## config.mk

```make
export PLATFORM = sky130hd
export DESIGN_NAME = misr_ora_flat
export DESIGN_NICKNAME = d
export VERILOG_FILES = /design/src/rtl/lbist_pkg.sv /design/src/rtl/misr_ora_if.sv /design/src/rtl/misr_core.sv /design/src/rtl/misr_ora.sv /design/src/flat_wrapper.sv
export SDC_FILE = /design/constraint.sdc
export NUM_CORES = 1
export LEC_CHECK = 0
export ABC_AREA = 1
export BUFFER_PORTS_ARGS = -buffer_cell sky130_fd_sc_hd__buf_2
export CORE_ASPECT_RATIO = 0.9
export CORE_MARGIN = 10
export CORE_UTILIZATION = 30
export CTS_BUF_LIST = sky130_fd_sc_hd__clkbuf_2
export DETAILED_ROUTE_END_ITERATION = 12
export PLACE_DENSITY = 0.62
export SYNTH_ARGS = -nofsm -noshare
export SYNTH_HDL_FRONTEND = slang
export SYNTH_SLANG_ARGS = --single-unit
```

## constraint.sdc

```tcl
create_clock -name clk -period 1.2 [get_ports clk]
set_input_delay 0.24 -clock clk [delete_from_list [all_inputs] [get_ports clk]]
set_output_delay 0.24 -clock clk [all_outputs]
set_load 0.005 [all_outputs]
```

## src/rtl/lbist_pkg.sv

```systemverilog
// Shared LBIST definitions: controller state encoding, counter sizing and default tap masks.
package lbist_pkg;

  typedef enum logic [1:0] {
    IDLE    = 2'd0,
    COMPACT = 2'd1,
    CHECK   = 2'd2,
    DONE    = 2'd3
  } lbist_state_e;

  // Counter must hold the values 0..npat inclusive.
  function automatic int cnt_width(input int npat);
    return (npat < 1) ? 1 : $clog2(npat + 1);
  endfunction

  // Feedback tap masks shared by the pattern generator and the response analyser.
  function automatic logic [31:0] default_taps(input int width);
    case (width)
      2:       return 32'h0000_0003;
      3:       return 32'h0000_0003;
      4:       return 32'h0000_0003;
      5:       return 32'h0000_0005;
      6:       return 32'h0000_0003;
      7:       return 32'h0000_0003;
      8:       return 32'h0000_001D;
      16:      return 32'h0000_002D;
      32:      return 32'h0000_00C5;
      default: return 32'h0000_0003;
    endcase
  endfunction

endpackage

```

## src/rtl/misr_ora_if.sv

```systemverilog
// Response/status bundle between the circuit-under-test side and the response analyser.
interface misr_ora_if
  import lbist_pkg::*;
#(
  parameter int WIDTH = 4,
  parameter int NPAT  = 15
);
  localparam int CW = cnt_width(NPAT);

  logic             start;
  logic             resp_valid;
  logic [WIDTH-1:0] resp;
  logic             busy;
  logic             done;
  logic             pass;
  logic [WIDTH-1:0] signature;
  logic [CW-1:0]    count;

  modport master (
    output start, resp_valid, resp,
    input  busy, done, pass, signature, count
  );

  modport slave (
    input  start, resp_valid, resp,
    output busy, done, pass, signature, count
  );

endinterface

```

## src/rtl/misr_core.sv

```systemverilog
// Multiple-input signature register: shift toward bit 0, tap feedback into the MSB, XOR in din.
// One-cycle update when en is high; load (and rst) restore SEED and take priority over en.
module misr_core #(
  parameter int               WIDTH = 4,
  parameter logic [WIDTH-1:0] POLY  = 4'b0011,
  parameter logic [WIDTH-1:0] SEED  = '0
) (
  input  logic             clk,
  input  logic             rst,
  input  logic             load,
  input  logic             en,
  input  logic [WIDTH-1:0] din,
  output logic [WIDTH-1:0] sig
);

  logic             fb;
  logic [WIDTH-1:0] sig_next;

  always_comb begin
    fb       = ^(sig & POLY);
    sig_next = {fb ^ din[WIDTH-1], sig[WIDTH-1:1] ^ din[WIDTH-2:0]};
  end

  always_ff @(posedge clk) begin
    if (rst || load) begin
      sig <= SEED;
    end else if (en) begin
      sig <= sig_next;
    end
  end

endmodule

```

## src/rtl/misr_ora.sv

```systemverilog
// LBIST output response analyser: compacts NPAT accepted beats, then compares against GOLDEN.
// done rises one edge after the CHECK state; no backpressure, beats outside COMPACT are dropped.
module misr_ora
  import lbist_pkg::*;
#(
  parameter int               WIDTH  = 4,
  parameter logic [WIDTH-1:0] POLY   = 4'b0011,
  parameter logic [WIDTH-1:0] SEED   = '0,
  parameter int               NPAT   = 15,
  parameter logic [WIDTH-1:0] GOLDEN = 4'h0
) (
  input  logic       clk,
  input  logic       rst,
  misr_ora_if.slave  bus
);

  localparam int CW = cnt_width(NPAT);

  localparam logic [1:0]    S_IDLE    = IDLE;
  localparam logic [1:0]    S_COMPACT = COMPACT;
  localparam logic [1:0]    S_CHECK   = CHECK;
  localparam logic [1:0]    S_DONE    = DONE;
  localparam logic [CW-1:0] LAST_CNT  = CW'(NPAT - 1);

  logic [1:0]       state;
  logic [CW-1:0]    count;
  logic             pass_q;
  logic [WIDTH-1:0] sig;
  logic             start_ok;
  logic             beat;

  assign start_ok = bus.start && ((state == S_IDLE) || (state == S_DONE));
  assign beat     = bus.resp_valid && (state == S_COMPACT);

  misr_core #(
    .WIDTH (WIDTH),
    .POLY  (POLY),
    .SEED  (SEED)
  ) u_core (
    .clk  (clk),
    .rst  (rst),
    .load (start_ok),
    .en   (beat),
    .din  (bus.resp),
    .sig  (sig)
  );

  always_ff @(posedge clk) begin
    if (rst) begin
      state  <= S_IDLE;
      count  <= '0;
      pass_q <= 1'b0;
    end else begin
      case (state)
        S_IDLE: begin
          if (bus.start) begin
            state <= S_COMPACT;
            count <= '0;
          end
        end
        S_COMPACT: begin
          // The beat that reaches NPAT also leaves COMPACT, so count never overshoots.
          if (bus.resp_valid) begin
            count <= count + 1'b1;
            if (count == LAST_CNT) begin
              state <= S_CHECK;
            end
          end
        end
        S_CHECK: begin
          pass_q <= (sig == GOLDEN);
          state  <= S_DONE;
        end
        S_DONE: begin
          if (bus.start) begin
            state  <= S_COMPACT;
            count  <= '0;
            pass_q <= 1'b0;
          end
        end
        default: begin
          state <= S_IDLE;
        end
      endcase
    end
  end

  assign bus.busy      = (state == S_COMPACT) || (state == S_CHECK);
  assign bus.done      = (state == S_DONE);
  assign bus.pass      = pass_q;
  assign bus.signature = sig;
  assign bus.count     = count;

endmodule
```

## src/flat_wrapper.sv

```systemverilog
// flat-port wrapper written by rule: the top's interface ports become plain ports
module misr_ora_flat import lbist_pkg::*;
#(
  parameter int               WIDTH  = 4,
  parameter logic [WIDTH-1:0] POLY   = 4'b0011,
  parameter logic [WIDTH-1:0] SEED   = '0,
  parameter int               NPAT   = 15,
  parameter logic [WIDTH-1:0] GOLDEN = 4'h0
)
  (clk, rst, bus_start, bus_resp_valid, bus_resp, bus_busy, bus_done, bus_pass, bus_signature, bus_count);
  misr_ora_if #(.WIDTH(WIDTH), .NPAT(NPAT)) bus_i ();
  input  logic clk;
  input  logic rst;
  input wire logic [$bits(bus_i.start)-1:0] bus_start;
  input wire logic [$bits(bus_i.resp_valid)-1:0] bus_resp_valid;
  input wire logic [$bits(bus_i.resp)-1:0] bus_resp;
  output wire logic [$bits(bus_i.busy)-1:0] bus_busy;
  output wire logic [$bits(bus_i.done)-1:0] bus_done;
  output wire logic [$bits(bus_i.pass)-1:0] bus_pass;
  output wire logic [$bits(bus_i.signature)-1:0] bus_signature;
  output wire logic [$bits(bus_i.count)-1:0] bus_count;
  assign bus_i.start = bus_start;
  assign bus_i.resp_valid = bus_resp_valid;
  assign bus_i.resp = bus_resp;
  assign bus_busy = bus_i.busy;
  assign bus_done = bus_i.done;
  assign bus_pass = bus_i.pass;
  assign bus_signature = bus_i.signature;
  assign bus_count = bus_i.count;
  misr_ora #(.WIDTH(WIDTH), .POLY(POLY), .SEED(SEED), .NPAT(NPAT), .GOLDEN(GOLDEN)) u_core (.clk(clk), .rst(rst), .bus(bus_i));
endmodule
```

==> results of run 1 <==
==> how the worst max path moves through the flow <==
| stage | startpoint | to | slack [ps] |
|---|---|---|---|
| 3_5_place_dp | u_core.state[1]$_SDFFE_PP0P_ | u_core.bus.count[2]$_SDFFE_PP0P_ | -90 |
| 4_1_cts | u_core.state[0]$_SDFFE_PP0P_ | bus_busy | -130 |
| 6_report | u_core.state[0]$_SDFFE_PP0P_ | u_core.state[1]$_SDFFE_PP0P_ | -130 |
| 2_1_floorplan | u_core.state[0]$_SDFFE_PP0P_ | u_core.bus.count[2]$_SDFFE_PP0P_ | 1 |
| 3_3_place_gp | u_core.state[1]$_SDFFE_PP0P_ | u_core.state[1]$_SDFFE_PP0P_ | -50 |
| 5_1_grt | u_core.state[0]$_SDFFE_PP0P_ | bus_busy | -230 |
==> layout by cell type (no fill, tap or decap), types with 3 or more instances in the layout <==
master and n:
a21oi_1 7, buf_2 16, buf_4 7, buf_6 4, clkbuf_2 4, dfxtp_1 9, ha_1 4, inv_1 8
inv_2 6, nand2_1 5, nand2_2 5, nand2_4 3, nor2_1 7, nor2_2 3, o21ai_1 7, xnor2_1 4
==> area by class of cell <==
| type | count | area [um^2] | share of cell area (%) |
|---|---|---|---|
| Sequential cell | 11 | 225 | 23.5 |
| Clock buffer | 4 | 20.0 | 2.09 |
| Tap cell | 25 | 31.3 | 3.27 |
| Inverter | 15 | 58.8 | 6.14 |
| Timing Repair Buffer | 27 | 178 | 18.6 |
| Multi-Input combinational cell | 58 | 444 | 46.4 |
==> kinds of logic after synthesis <==
kind of cell | Yosys count
xor+xnor | 4
fa+ha+maj | 7
simple gates | 29
flops | 11
buf+inv | 15
compound gates | 18
==> per-layer routing <==
layer / GRT usage [%] / share of wire (%)
met5: 0 / 0
met4: 2.96 / 0.52
met3: 4.36 / 7.3
met2: 12.0 / 48
met1: 8.75 / 44
==> through the flow <==
stage	area (um^2)	utilization, %	setup TNS (ps)
final	957	48.1	-840
after global routing	957	48.1	-1790
after floorplan	666	-	0
after global placement	832	41.8	-190
after CTS	945	47.5	-644
after detailed placement	832	41.8	-356
==> state kept, by name, indices dropped and copies added (netlist names) <==
signal / cells
u_core.bus.count: 4
u_core.u_core.sig: 4
u_core.bus.pass: 1
u_core.state: 2
==> power by group through the flow <==
stage / registers (mW) / logic [mW] / clock network (mW)
6_report: 0.544 / 1.43 / 0.215
4_1_cts: 0.542 / 1.33 / 0.225
5_1_grt: 0.560 / 1.57 / 0.265
2_1_floorplan: 0.561 / 0.709 / 0
3_5_place_dp: 0.545 / 1.05 / 0
3_3_place_gp: 0.541 / 1.05 / 0
==> worst max-delay path: stages, from the launching register on <==
cell and delay, ps:
dfxtp_2 360, inv_2 50, ha_4 250, buf_6 120
nand2_4 50, nand2_4 70, inv_2 70, nand2_4 50
o21ai_0 160, nor2_1 60
==> timing repair <==
| item | in CTS | in global routing |
|---|---|---|
| resized for setup | 17 | 11 |
| setup buffers | 3 | 0 |
| pin swaps | 7 | 6 |
| setup endpoints to repair | 9 | 12 |
==> run_results.csv, run 1 <==
group,metric,value,unit
timing,finalHoldViolCount,0,
timing,tightest_slew,183,ps
setup_path,cp.arrival,1490,ps
final_layout,fillCellCount,202,
timing,fin_skew,2.40,ps
routing,postRouteAntennaNets,0,
global_route,grt_pass1_vias,614,
logic_synthesis,ys.warnings.count,0,
setup_path,reg2reg_to,"u_core.state[1]$_SDFFE_PP0P_",
place,io_buffers,18,
hold_path,worstHoldPathCells,2,
hold_path,hold_path_end,"u_core.bus.pass$_SDFFE_PP0P_",
timing,whs,185,ps
global_route,grt_overflow,0,
logic_synthesis,yosys.area_share.simple,23.9,%
routing,wl_per_cell,11.1,um
die,ios,19,
status,failed_checks,"negative setup slack",
hold_path,hold_path_class,"in2reg",
logic_synthesis,syn-num-nets,99,
timing,period_share,111,%
routing,viasPerCell,4.43,
cts,ctsHoldBuffers,0,
pwr,pwr-share-comb,65.3,%
global_route,grt_pass1_wl,2.64,mm
routing,route.final.wire_length,1.55,mm
pwr,seqPwrFrac,24.9,%
logic_synthesis,synth_edf_count,0,
logic_synthesis,synthCells,84,
final_layout,n_antenna_cell,0,
pwr,intPower,1.25,mW
place,dpl.hpwl,1.16,mm
global_route,grt_max_degree,9,
timing,maxSlewViolCount,0,
global_route,antenna_found_initial,0,
setup_path,crit_required,1360,ps
cts,cts_buffers,3,
setup_path,start_kind,"flop",
timing,rsz0062_at_grt,"yes",
logic_synthesis,yosys_register_bits,11,
setup_path,crit_type,"reg2reg",
status,status,"complete, but fails checks",
cts,cts.sinks,11,
final_layout,final_cell_count_no_fill,140,
logic_synthesis,synth_xor_xnor_area_share,5.41,%
logic_synthesis,syn_area,648,um^2
pwr,power.leakage,0.449,nW
cts,h-tree-depth,1,
pwr,total_power,2.18,mW
routing,drtIter0Drc,25,
pwr,p_sw_share,42.6,%
logic_synthesis,synth_top_flop_cell,"dfxtp_1",
logic_synthesis,netlist_top_cells_count,"inv_1, dfxtp_1, a21oi_1",
cts,cts_tree,"yes",
logic_synthesis,synthMuxAreaShare,0,%
routing,drc,0,
place,pre_cts_ws,-87.7,ps
setup_path,timing.rr.start,"u_core.state[0]$_SDFFE_PP0P_",
logic_synthesis,synth.distinct_cells,18,
die,start_util,32.6,%
timing,layout_setup_ws,-134,ps
routing,dr.pass1.iters,4,
timing,max_clock_freq,750,MHz
pwr,irDropWorstVdd,1.16,mV
logic_synthesis,yosysMostFrequentCell,"inv_1",
cts,clock_latency,260,ps
setup_path,end_kind,"flop",
die,core_area,1990,um^2
timing,slew_headroom,87.8,%
final_layout,area_growth,47.7,%
setup_path,path_max_fanout,3,
flow_run,maxCapViolCount,0,
logic_synthesis,synth-compound-area-share,14.5,%
logic_synthesis,synth.avg_cell_area,7.72,um^2
global_route,track_usage,7.82,%
logic_synthesis,synth_top_family_by_area,"simple AND/OR/NAND/NOR gates",
cts,cts.clk_slew.worst_paths,110,ps
die,die_y,64.1,um
pwr,powerDensity,2280,nW/um^2
setup_path,worstRegToRegCells,9,
logic_synthesis,async_flop_share,0,%
hold_path,worstHoldStart,"rst",
cts,root_buffer,"clkbuf_2",
final_layout,drive_gt1_share,52.2,%
routing,vias,620,
pwr,p_sw,0.929,mW
die,die_x,69.0,um
die,core.rowCount,15,
final_layout,nets,131,
pwr,clkPwrFrac,9.8,%
die,die_area,4420,um^2
place,place_inst,133,
cts,cts_buffer_depth,2,
logic_synthesis,synth_largest_area_cell,"dfxtp_1",
setup_path,regToRegSetupSlack,-130,ps
logic_synthesis,ys_seq_area_share,34.0,%
timing,finalCriticalPeriod,1330,ps
place,place_congestion,0.695,
logic_synthesis,synthTopCellsByArea,"dfxtp_1, ha_1, a21oi_1",
logic_synthesis,synth.top_cell.area_share,34.0,%
timing,setup_viol,9,
logic_synthesis,synth_fa_ha_area_share,13.5,%
Note: power is estimated with default switching activity, not from simulation.
==> run 2: changes to the inputs <==
- PLACE_DENSITY: 0.62 -> 0.61
- SYNTH_HIERARCHICAL: default -> 1
==> run 2 against run 1 <==
The run still ends with negative setup slack left. Setup slack got worse by 56 ps. Clock skew increased by 2.6 ps. Global-route usage decreased by 0.25 points. Via count increased by 16%. Register-to-register slack got worse by 60 ps. Total power decreased by 10%. Utilization decreased by 4.4 points. Design area increased by 1.6%. Maximum frequency decreased by 4.1%. Final cell count increased by 16%. Largest cell class unchanged. Highest routed layer unchanged.
==> run_results.csv, run 2 <==
group,metric,value,unit
final_layout,final_cell_count_no_fill,163,
routing,viasPerCell,4.42,
setup_path,crit_required,1410,ps
pwr,power.leakage,0.510,nW
timing,max_clock_freq,719,MHz
die,start_util,32.2,%
routing,drtIter0Drc,6,
timing,maxSlewViolCount,0,
logic_synthesis,ys_seq_area_share,30.8,%
status,failed_checks,"negative setup slack",
timing,finalCriticalPeriod,1390,ps
pwr,p_sw,0.850,mW
cts,clock_latency,260,ps
hold_path,hold_path_class,"in2reg",
flow_run,maxCapViolCount,0,
routing,dr.pass1.iters,4,
routing,postRouteAntennaNets,0,
pwr,seqPwrFrac,27.5,%
timing,rsz0062_at_grt,"yes",
cts,root_buffer,"clkbuf_2",
status,status,"complete, but fails checks",
routing,wl_per_cell,10.9,um
timing,fin_skew,5.02,ps
logic_synthesis,synth.distinct_cells,17,
routing,drc,0,
global_route,grt_max_degree,8,
final_layout,fillCellCount,237,
logic_synthesis,ys.warnings.count,6,
timing,finalHoldViolCount,0,
die,core_area,2220,um^2
final_layout,n_antenna_cell,0,
global_route,track_usage,7.57,%
cts,cts.sinks,11,
place,placed_area,878,um^2
timing,period_share,116,%
global_route,grt_pass1_vias,655,
final_layout,drive_gt1_share,36.8,%
cts,h-tree-depth,1,
final_layout,area_growth,36.1,%
cts,cts.clk_slew.worst_paths,120,ps
timing,layout_setup_ws,-190,ps
place,place_congestion,0.785,
place,dpl.hpwl,1.36,mm
logic_synthesis,synth_edf_count,0,
global_route,grt_pass1_wl,2.91,mm
logic_synthesis,async_flop_share,0,%
pwr,irDropWorstVdd,0.909,mV
logic_synthesis,syn-num-nets,121,
logic_synthesis,syn_area,714,um^2
die,die_x,71.4,um
global_route,grt_overflow,0,
logic_synthesis,synthCells,108,
final_layout,nets,150,
logic_synthesis,yosysMostFrequentCell,"inv_1",
logic_synthesis,synth.top_cell.area_share,30.8,%
final_layout,layout_common_cells,"inv_1, nand2_1, buf_2",
cts,cts_buffers,3,
logic_synthesis,yosys_register_bits,11,
timing,whs,245,ps
place,io_buffers,18,
timing,setup_viol,12,
die,die_area,4740,um^2
logic_synthesis,synth.avg_cell_area,6.62,um^2
pwr,clkPwrFrac,11.1,%
cts,ctsHoldBuffers,0,
global_route,antenna_found_initial,0,
die,core.rowCount,16,
logic_synthesis,netlist_top_cells_count,"inv_1, nand2_1, nor2_1",
setup_path,start_kind,"flop",
setup_path,path_max_fanout,4,
pwr,p_sw_share,43.4,%
die,die_y,66.3,um
routing,vias,721,
final_layout,fin_area,972,um^2
pwr,pwr-share-comb,61.4,%
setup_path,end_kind,"flop",
timing,slew_headroom,87.6,%
final_layout,reg_top3,"u_core/bus.count (4), u_core/u_core/sig (4), u_core/state (2)",
logic_synthesis,synthTopCellsByArea,"dfxtp_1, inv_1, nand2_1",
cts,cts_buffer_depth,2,
die,ios,19,
cts,cts_tree,"yes",
setup_path,crit_type,"reg2reg",
timing,tightest_slew,186,ps
logic_synthesis,synth_top_flop_cell,"dfxtp_1",
place,place_inst,156,
routing,route.final.wire_length,1.77,mm
setup_path,cp.arrival,1600,ps
pwr,intPower,1.11,mW
pwr,powerDensity,2010,nW/um^2
place,pre_cts_ws,-86.1,ps
logic_synthesis,synth_largest_area_cell,"dfxtp_1",
[run 2: per-layer routing]
layer  global-route usage (%)  part of all wire [%]
met1                     8.60                    45
met2                     12.6                    52
met3                     1.05                   1.5
met4                     5.80                   1.5
met5                        0                     0
[run 2: cell families after synthesis]
group | synth area share, %
simple gates | 33.6
buf+inv | 12.6
compound gates | 10.5
xor+xnor | 3.68
fa+ha+maj | 8.76
flops | 30.8
[run 2: cell type report]
| class | count | area, um^2 | area share, % |
|---|---|---|---|
| clock buffers | 4 | 20.0 | 2.06 |
| inverters | 24 | 90.1 | 9.27 |
| flip-flops and latches | 11 | 225 | 23.2 |
| repair buffers | 24 | 149 | 15.3 |
| multi-input cells | 73 | 454 | 46.7 |
| well taps | 27 | 33.8 | 3.47 |
[run 2: stage by stage]
step                util, %  power (mW)  setup TNS, ps
finish                 43.8        1.96          -1550
global route           43.8        2.15          -2280
CTS                    42.6        1.88          -1780
detailed placement     39.5        1.48           -408
global placement       39.5        1.47           -172
floorplan                 -        1.20          -18.2
[run 2: worst paths after layout]
path,from,endpoint,slack (ps),depth (start not counted)
worst max-delay path,u_core/state[1]$_SDFFE_PP0P_,u_core/u_core/sig[0]$_SDFFE_PP0P_,-190,8
worst min-delay path,rst,u_core/state[0]$_SDFFE_PP0P_,240,2
worst max register to register,u_core/state[1]$_SDFFE_PP0P_,u_core/u_core/sig[0]$_SDFFE_PP0P_,-190,8
worst min register to register,u_core/bus.pass$_SDFFE_PP0P_,u_core/bus.pass$_SDFFE_PP0P_,460,2
[run 2: power groups by stage]
stage	clock network (mW)	logic, mW	registers [mW]
after CTS	0.229	1.12	0.530
after detailed placement	0	0.937	0.546
after floorplan	0	0.660	0.535
after global routing	0.252	1.35	0.550
after global placement	0	0.923	0.542
final	0.217	1.20	0.539
[run 2: repair_timing]
action,4_1_cts,5_1_grt
buffers inserted,3,0
gates resized for setup,8,7
setup endpoints to repair,11,12
pin swaps,2,2
[run 2: worst max-delay path: stages, from the launching register on]
cell and delay, ps:
dfxtp_4 380, ha_4 240, buf_6 120, nand2_2 60
inv_2 40, or2_4 270, a21oi_2 100, o21ai_1 70
inv_1 50
==> run 3: changes to the inputs <==
- SETUP_SLACK_MARGIN: default -> 0.2
==> run 3 against run 2 <==
The run still ends with negative setup slack left. Critical endpoint is now bus_busy. Largest power group unchanged. Highest routed layer unchanged. Non-clock buffer count increased by 12. Largest cell class unchanged. Design area rose by 22%. Register-to-register slack better by 40 ps. Critical path type is now reg2out.
==> run_results.csv, run 3 (synthesis gave the netlist of run 2 again) <==
group,metric,value,unit
status,status,"complete, but fails checks",
status,failed_checks,"negative setup slack",
timing,finalCriticalPeriod,1350,ps
routing,postRouteAntennaNets,0,
final_layout,seq_area,238,um^2
pwr,power.leakage,0.594,nW
routing,vias,779,
global_route,grt_pass1_vias,727,
setup_path,crit_type,"reg2out",
die,start_util,32.2,%
setup_path,slowest_stage,"dfxtp_2",
global_route,track_usage,8.46,%
routing,drc,0,
final_layout,fillCellCount,203,
timing,maxSlewViolCount,0,
timing,layout_setup_ws,-152,ps
setup_path,max_stage_delay,360,ps
timing,rsz0062_at_grt,"yes",
setup_path,regToRegSetupSlack,-150,ps
cts,root_buffer,"clkbuf_2",
routing,route.final.wire_length,2.06,mm
setup_path,path_max_fanout,4,
routing,viasPerCell,4.45,
pwr,irDropWorstVdd,0.967,mV
pwr,clkPwrFrac,9.7,%
cts,cts.sinks,11,
setup_path,end_kind,"output pin",
routing,wl_per_cell,11.8,um
cts,cts_buffer_depth,2,
routing,dr.pass1.iters,4,
final_layout,area_growth,65.5,%
setup_path,start_kind,"flop",
global_route,grt_overflow,0,
flow_run,maxCapViolCount,0,
final_layout,layout_common_cells,"inv_1, nand2_1, buf_2, buf_4, nor2_1",
timing,tns,-1270,ps
place,io_buffers,18,
cts,h-tree-depth,1,
final_layout,final_util,53.2,%
setup_path,crit_top_cell,"inv_2",
pwr,powerDensity,2060,nW/um^2
final_layout,reg_top3,"u_core/bus.count (4), u_core/u_core/sig (4), u_core/state (2)",
final_layout,layout_commonest_cell,"inv_1",
setup_path,cp_cell_sequence,"inv_2 -> ha_4 -> inv_2 -> buf_6",
die,ios,19,
timing,setup_viol,12,
pwr,seqPwrFrac,21.9,%
timing,period_share,113,%
pwr,pwr-share-comb,68.4,%
timing,fin_skew,8.67,ps
routing,drtIter0Drc,37,
timing,max_clock_freq,740,MHz
pwr,intPower,1.40,mW
die,core_area,2220,um^2
final_layout,drive_gt1_share,54.1,%
final_layout,multi_input_area,514,um^2
place,dpl.hpwl,1.39,mm
place,place_congestion,0.890,
die,core.rowCount,16,
pwr,p_sw_share,42.5,%
die,die_x,71.4,um
die,die_area,4740,um^2
timing,slew_headroom,88.4,%
global_route,antenna_found_initial,0,
timing,whs,264,ps
setup_path,cp.arrival,1110,ps
cts,clock_latency,280,ps
hold_path,hold_path_class,"in2reg",
timing,tightest_slew,173,ps
cts,ctsHoldBuffers,0,
final_layout,n_antenna_cell,0,
die,die_y,66.3,um
final_layout,nets,162,
pwr,p_sw,1.03,mW
cts,cts.clk_slew.worst_paths,130,ps
setup_path,crit_required,960,ps
cts,cts_buffers,3,
cts,cts_tree,"yes",
global_route,grt_max_degree,7,
timing,finalHoldViolCount,0,
place,pre_cts_ws,-79.6,ps
global_route,grt_pass1_wl,3.17,mm
-- run 3: cell types whose count changed in the layout (fill, tap and decap cells not counted), sizes merged --
| cell | change |
|---|---|
| buf | +12 |
-- run 3: metal layers --
| layer | global-route usage, % | vias up | wire [um] |
|---|---|---|---|
| met5 | 0 | - | 0 |
| met3 | 1.80 | 6 | 72 |
| met1 | 8.45 | 352 | 825 |
| met2 | 14.8 | 13 | 1080 |
| met4 | 7.25 | 0 | 86 |
| li1 | - | 408 | - |
-- run 3: power by group through the flow --
stage	Combinational, mW	Sequential, mW	Clock, mW
after CTS	1.28	0.520	0.240
after detailed placement	0.972	0.539	0
after global placement	0.969	0.535	0
after floorplan	0.670	0.535	0
final	1.66	0.533	0.237
after global routing	1.80	0.545	0.262
-- run 3: what timing repair did --
item | CTS | global route
endpoints found under the hold margin | 0 | 0
pin swaps | 5 | 8
setup buffers | 9 | 4
setup endpoints to repair | 21 | 17
gates resized for setup | 20 | 24
-- run 3: worst paths after layout --
path | end | cells past startpoint | startpoint
worst max-delay path | bus_busy | 4 | u_core/state[0]$_SDFFE_PP0P_
worst min-delay path | u_core/bus.count[2]$_SDFFE_PP0P_ | 3 | rst
worst max register to register | u_core/bus.count[0]$_SDFFE_PP0P_ | 7 | u_core/state[1]$_SDFFE_PP0P_
worst min register to register | u_core/bus.pass$_SDFFE_PP0P_ | 2 | u_core/bus.pass$_SDFFE_PP0P_
-- run 3: stage by stage --
| stage | power [mW] | instance area (um^2) | std cells |
|---|---|---|---|
| 4_1_cts | 2.04 | 1040 | 171 |
| 6_report | 2.43 | 1180 | 175 |
| 5_1_grt | 2.60 | 1180 | 175 |
| 3_5_place_dp | 1.51 | 901 | 158 |
| 2_1_floorplan | 1.21 | 739 | 108 |
| 3_3_place_gp | 1.50 | 901 | 158 |
-- run 3: critical path, delay by kind of cell (launching register included) --
family                     cells  cell delay, ps
buffers and inverters          3             180
adders and majority gates      1             280
DFF                            1             360
-- run 3: cell type report --
class / count / share of cell area, %
Clock buffer: 4 / 1.69
Inverter: 24 / 7.83
Multi-Input combinational cell: 73 / 43.5
Sequential cell: 11 / 20.1
Tap cell: 27 / 2.86
Timing Repair Buffer: 36 / 24.0
